[src/rtl/ni_inject.sv]
// ni_inject: PE-to-router injection stage.
// Two per-VC flit FIFOs, credit flow control, round-robin VC arbitration.
module ni_inject #(
   parameter int DEPTH   = 4,
   parameter int CREDITS = 4,
   parameter int CNT_W   = 8
) (
   input  logic             clk,
   input  logic             reset,
   input  logic [70:0]      in_flit,
   input  logic             in_send,
   output logic [1:0]       in_ready,
   output logic [70:0]      out_flit,
   output logic             out_valid,
   input  logic [1:0]       credit_in,
   output logic [CNT_W-1:0] drop_count,
   output logic             credit_err
);

   localparam int AW = $clog2(DEPTH);
   localparam int CW = $clog2(CREDITS + 1);

   logic [70:0]      r_mem [2][DEPTH];
   logic [AW:0]      r_wp  [2];
   logic [AW:0]      r_rp  [2];
   logic [CW-1:0]    r_cred[2];
   logic             r_last;
   logic [70:0]      r_flit;
   logic             r_valid;
   logic [CNT_W-1:0] r_drop;
   logic             r_err;

   logic [AW:0]      w_occ [2];
   logic [70:0]      w_head[2];
   logic [1:0]       w_full;
   logic [1:0]       w_elig;
   logic [1:0]       w_pop;
   logic [1:0]       w_push;
   logic             w_gnt_any;
   logic             w_gnt_vc;
   logic             w_in_vld;
   logic             w_tgt;
   logic             w_drop;

   // Occupancy, eligibility, arbitration and push/drop decisions.
   always_comb begin
      w_in_vld  = in_send & in_flit[70];
      w_tgt     = in_flit[64];
      for (int v = 0; v < 2; v++) begin
         w_occ[v]  = r_wp[v] - r_rp[v];
         w_head[v] = r_mem[v][r_rp[v][AW-1:0]];
         w_full[v] = (w_occ[v] == (AW+1)'(DEPTH));
         w_elig[v] = (w_occ[v] != '0) && (r_cred[v] != '0);
      end
      w_gnt_any = |w_elig;
      w_gnt_vc  = (&w_elig) ? ~r_last : w_elig[1];
      w_pop     = 2'b00;
      if (w_gnt_any) w_pop[w_gnt_vc] = 1'b1;
      w_push    = 2'b00;
      w_drop    = 1'b0;
      if (w_in_vld) begin
         if (!w_full[w_tgt] || w_pop[w_tgt]) w_push[w_tgt] = 1'b1;
         else                                w_drop         = 1'b1;
      end
   end

   // Flit storage; contents need no reset, pointers define validity.
   always_ff @(posedge clk) begin
      for (int v = 0; v < 2; v++)
         if (w_push[v]) r_mem[v][r_wp[v][AW-1:0]] <= in_flit;
   end

   // Pointers, credits, registered output and status counters.
   always_ff @(posedge clk or posedge reset) begin
      if (reset) begin
         for (int v = 0; v < 2; v++) begin
            r_wp[v]   <= '0;
            r_rp[v]   <= '0;
            r_cred[v] <= CW'(CREDITS);
         end
         r_last  <= 1'b1;
         r_flit  <= '0;
         r_valid <= 1'b0;
         r_drop  <= '0;
         r_err   <= 1'b0;
      end else begin
         r_valid <= w_gnt_any;
         if (w_gnt_any) begin
            r_flit <= w_head[w_gnt_vc];
            r_last <= w_gnt_vc;
         end
         for (int v = 0; v < 2; v++) begin
            if (w_push[v]) r_wp[v] <= r_wp[v] + (AW+1)'(1);
            if (w_pop[v])  r_rp[v] <= r_rp[v] + (AW+1)'(1);
            if (credit_in[v] && !w_pop[v]) begin
               if (r_cred[v] == CW'(CREDITS)) r_err <= 1'b1;
               else r_cred[v] <= r_cred[v] + CW'(1);
            end else if (!credit_in[v] && w_pop[v]) begin
               r_cred[v] <= r_cred[v] - CW'(1);
            end
         end
         if (w_drop && !(&r_drop)) r_drop <= r_drop + CNT_W'(1);
      end
   end

   assign in_ready   = ~w_full;
   assign out_flit   = r_flit;
   assign out_valid  = r_valid;
   assign drop_count = r_drop;
   assign credit_err = r_err;

endmodule
[config.mk]
export PLATFORM = sky130hd
export DESIGN_NAME = ni_inject
export DESIGN_NICKNAME = d
export VERILOG_FILES = /design/src/rtl/ni_inject.sv
export SDC_FILE = /design/constraint.sdc
export NUM_CORES = 1
export LEC_CHECK = 0
export BUFFER_PORTS_ARGS = -buffer_cell sky130_fd_sc_hd__buf_2
export CAP_MARGIN = 20
export CELL_PAD_IN_SITES_DETAIL_PLACEMENT = 1
export CELL_PAD_IN_SITES_GLOBAL_PLACEMENT = 1
export CORE_ASPECT_RATIO = 0.9
export CORE_UTILIZATION = 44
export CTS_CLUSTER_SIZE = 25
export DETAILED_ROUTE_END_ITERATION = 8
export PLACE_DENSITY = 0.73
export SYNTH_ARGS = -nofsm -noshare
export SYNTH_HDL_FRONTEND = slang
export SYNTH_SLANG_ARGS = --single-unit
[constraint.sdc]
create_clock -name clk -period 6.6 [get_ports clk]
set_input_delay 1.32 -clock clk [delete_from_list [all_inputs] [get_ports clk]]
set_output_delay 1.32 -clock clk [all_outputs]
set_load 0.02 [all_outputs]
==> flow_summary.json <==
{
  "path_clk_slew_ps": 60,
  "crit_family": "simple AND/OR/NAND/NOR gates",
  "hold_viol": 0,
  "reg2reg_from": "r_rp[0]",
  "layout-drive-gt1-share": 0.295,
  "regToRegSetupSlack_ps": 2280,
  "worstPathCellList": "ha_1 > nor2b_1 > xnor2_1 > a31o_2 > or2_4 > a21oi_2 > and2_4 > buf_4",
  "die_w_um": 256,
  "grt_overflow": 0,
  "synth_nets": 1316,
  "finalCriticalPeriod_ps": 4320,
  "hp-start": "r_wp[5]",
  "worstRegToRegCells": 8,
  "dieArea_mm2": 0.0588,
  "maxCapViolations": 0,
  "status": "finished, final reports clean",
  "ys.flop_type": "edfxtp_1",
  "cts-root-buf": "clkbuf_16",
  "ys_warn_count": 0,
  "yosys.area.top_type": "edfxtp_1",
  "clock_sinks": 668,
  "relSlewSlack": 0.238,
  "start_util": 0.446,
  "criticalPathCategory": "register to register",
  "cts_max_level": 3,
  "port_buffers": 158,
  "wl_per_cell_um": 25.4,
  "grt_setup_unrepaired": "false",
  "r2r_end": "r_mem[0][365]",
  "synth_edf_count": 568,
  "finalMaxSlewViolations": 0,
  "ys_ff_latch": 668,
  "holdCritPathClass": "register to register",
  "grt_pass1_wl_mm": 85.5,
  "final_common_cell": "edfxtp_1",
  "cp.arrival_ps": 4530,
  "clock_latency_ps": 590,
  "drtIter0Drc": 1038,
  "num_vias": 12300,
  "setup_tns_ps": 0,
  "synth_top_cell_area_share": 0.670,
  "route.detailed.drc": 0,
  "post-cts-setup-buffers": 0,
  "fin_crit_sh": 0.655,
  "firstDrtPassIters": 5,
  "grt_max_degree": 96,
  "slowest_delay_ps": 960,
  "synth_cells": 1223,
  "area_growth_pct": 14.8,
  "fmax_ghz": 0.231,
  "cp-end-kind": "register",
  "tightest_slew_ps": 1140,
  "cts_tree": "done",
  "placementRows": 83,
  "cp_num_buf_inv": 1,
  "viasPerCell": 5.53,
  "route.antenna.remaining_nets": 0,
  "crit_fanout": 40,
  "leakagePower_nw": 10.1,
  "grt_use_total": 0.196,
  "num_antenna_cells": 0,
  "finalWirelength_mm": 56.5,
  "core-area_mm2": 0.0571,
  "layout_common_cells": "edfxtp_1 (568), buf_2 (158), mux4_2 (142), dfrtp_1 (93), nor2_1 (80)",
  "clockBufferDepth": 3,
  "gp_congestion": 0.715,
  "cp_slowest_cell": "dfrtp_4",
  "p_per_area_mw_per_mm2": 470,
  "vdd_drop_max_uv": 487,
  "cts_resized": 0,
  "numCtsBuffers": 69,
  "hold_path_end": "r_wp[5]",
  "syn_area_mm2": 0.0255,
  "synth-seq-area-share": 0.768,
  "synthTopCellsByArea": "edfxtp_1 (67%), mux4_2 (13%), dfrtp_1 (9.5%)",
  "final_net_count": 1503,
  "place_hpwl_mm": 33.4,
  "pin_count": 159,
  "critPathLaunchType": "register",
  "n_fill_cell": 5185,
  "synth_cell_types": 48,
  "antenna_found_initial": 7,
  "post-place-ws_ps": 2220,
  "dieHeight_um": 230,
  "fin_ws_ps": 2280,
  "synth_area_per_cell_um2": 20.8,
  "hold_depth": 1,
  "cp.required_ps": 6810,
  "setup_viol": 0,
  "grt_pass1_vias": 13300,
  "skew_ps": 13.8,
  "synth-async-reset-ratio": 0.150,
  "cts_hold_buf": 0
}
## worst reg2reg max path, stage by stage, from the launching register on
cell and delay [ps]:
dfrtp_4 960, ha_1 280, nor2b_1 170, xnor2_1 140, a31o_2 340, or2_4 440, a21oi_2 330, and2_4 540
buf_4 740
## power breakdown
part / switching [W] / total (W) / internal, W
clock network: 0.00152 / 0.00363 / 0.00210
registers: 0.000522 / 0.00572 / 0.00520
logic: 0.00245 / 0.00440 / 0.00195
## final cells by class
cell class	count	area [um2]	area share
Sequential cell	668	19600	0.670
Multi-Input combinational cell	478	5570	0.191
Clock buffer	105	1900	0.0651
Timing Repair Buffer	175	978	0.0335
Tap cell	765	957	0.0328
Clock inverter	18	166	0.00569
Inverter	18	72.6	0.00248
## worst max path at each step
stage	end	slack, ps	depth (start not counted)	start
after floorplan	r_mem[0][0]	1640	9	r_rp[4]
after global placement	r_mem[0][380]	2340	8	r_rp[0]
after detailed placement	r_mem[0][360]	2220	8	r_rp[3]
after CTS	r_mem[0][365]	2180	8	r_rp[0]
after global routing	r_mem[0][355]	2020	8	r_rp[0]
final	r_mem[0][365]	2280	8	r_rp[0]
## metal layers
metal  share of wire  GRT usage  vias to the layer above
li1                -          -                     5292
met3           0.060     0.0497                       85
met2            0.50      0.326                      350
met1            0.42      0.259                     6570
met5         0.00076          0                        -
met4           0.019     0.0468                        8
## cells by family after synthesis
kind of cell | after synthesis | share of synthesized area
buffers and inverters | 77 | 0.0138
muxes | 220 | 0.157
and+or+nand+nor | 109 | 0.0176
xor gates and xnor gates | 21 | 0.00723
adders and majority gates | 17 | 0.00895
DFF | 668 | 0.768
AOI/OAI and AO/OA | 111 | 0.0273
## state kept, by name (all words and copies together), names as in the netlist
signal	count
credit_err	1
drop_count	8
out_flit	71
out_valid	1
r_cred	6
r_last	1
r_mem	568
r_rp	6
r_wp	6
## Yosys cell counts, types with 6 or more instances
cell,instances
a21oi_1,76
and2_1,6
buf_4,6
clkbuf_1,46
dfrtp_1,97
edfxtp_1,568
ha_1,15
inv_1,18
mux2i_1,72
mux4_2,142
nand2_1,10
nor2_1,80
o21ai_0,8
xnor2_1,8
xor2_1,13
## per-stage QoR
step | utilization | instance area [um2] | hold slack (ps) | cells | power (W)
finish | 0.512 | 29200 | 500 | 2227 | 0.0137
floorplan | - | 25500 | 460 | 1223 | 0.00898
global placement | 0.474 | 27100 | 474 | 2101 | 0.0100
global route | 0.512 | 29200 | 513 | 2227 | 0.0144
CTS | 0.512 | 29200 | 501 | 2227 | 0.0139
detailed placement | 0.475 | 27200 | 484 | 2104 | 0.0103
No activity file was read; power rests on OpenSTA's default activity.
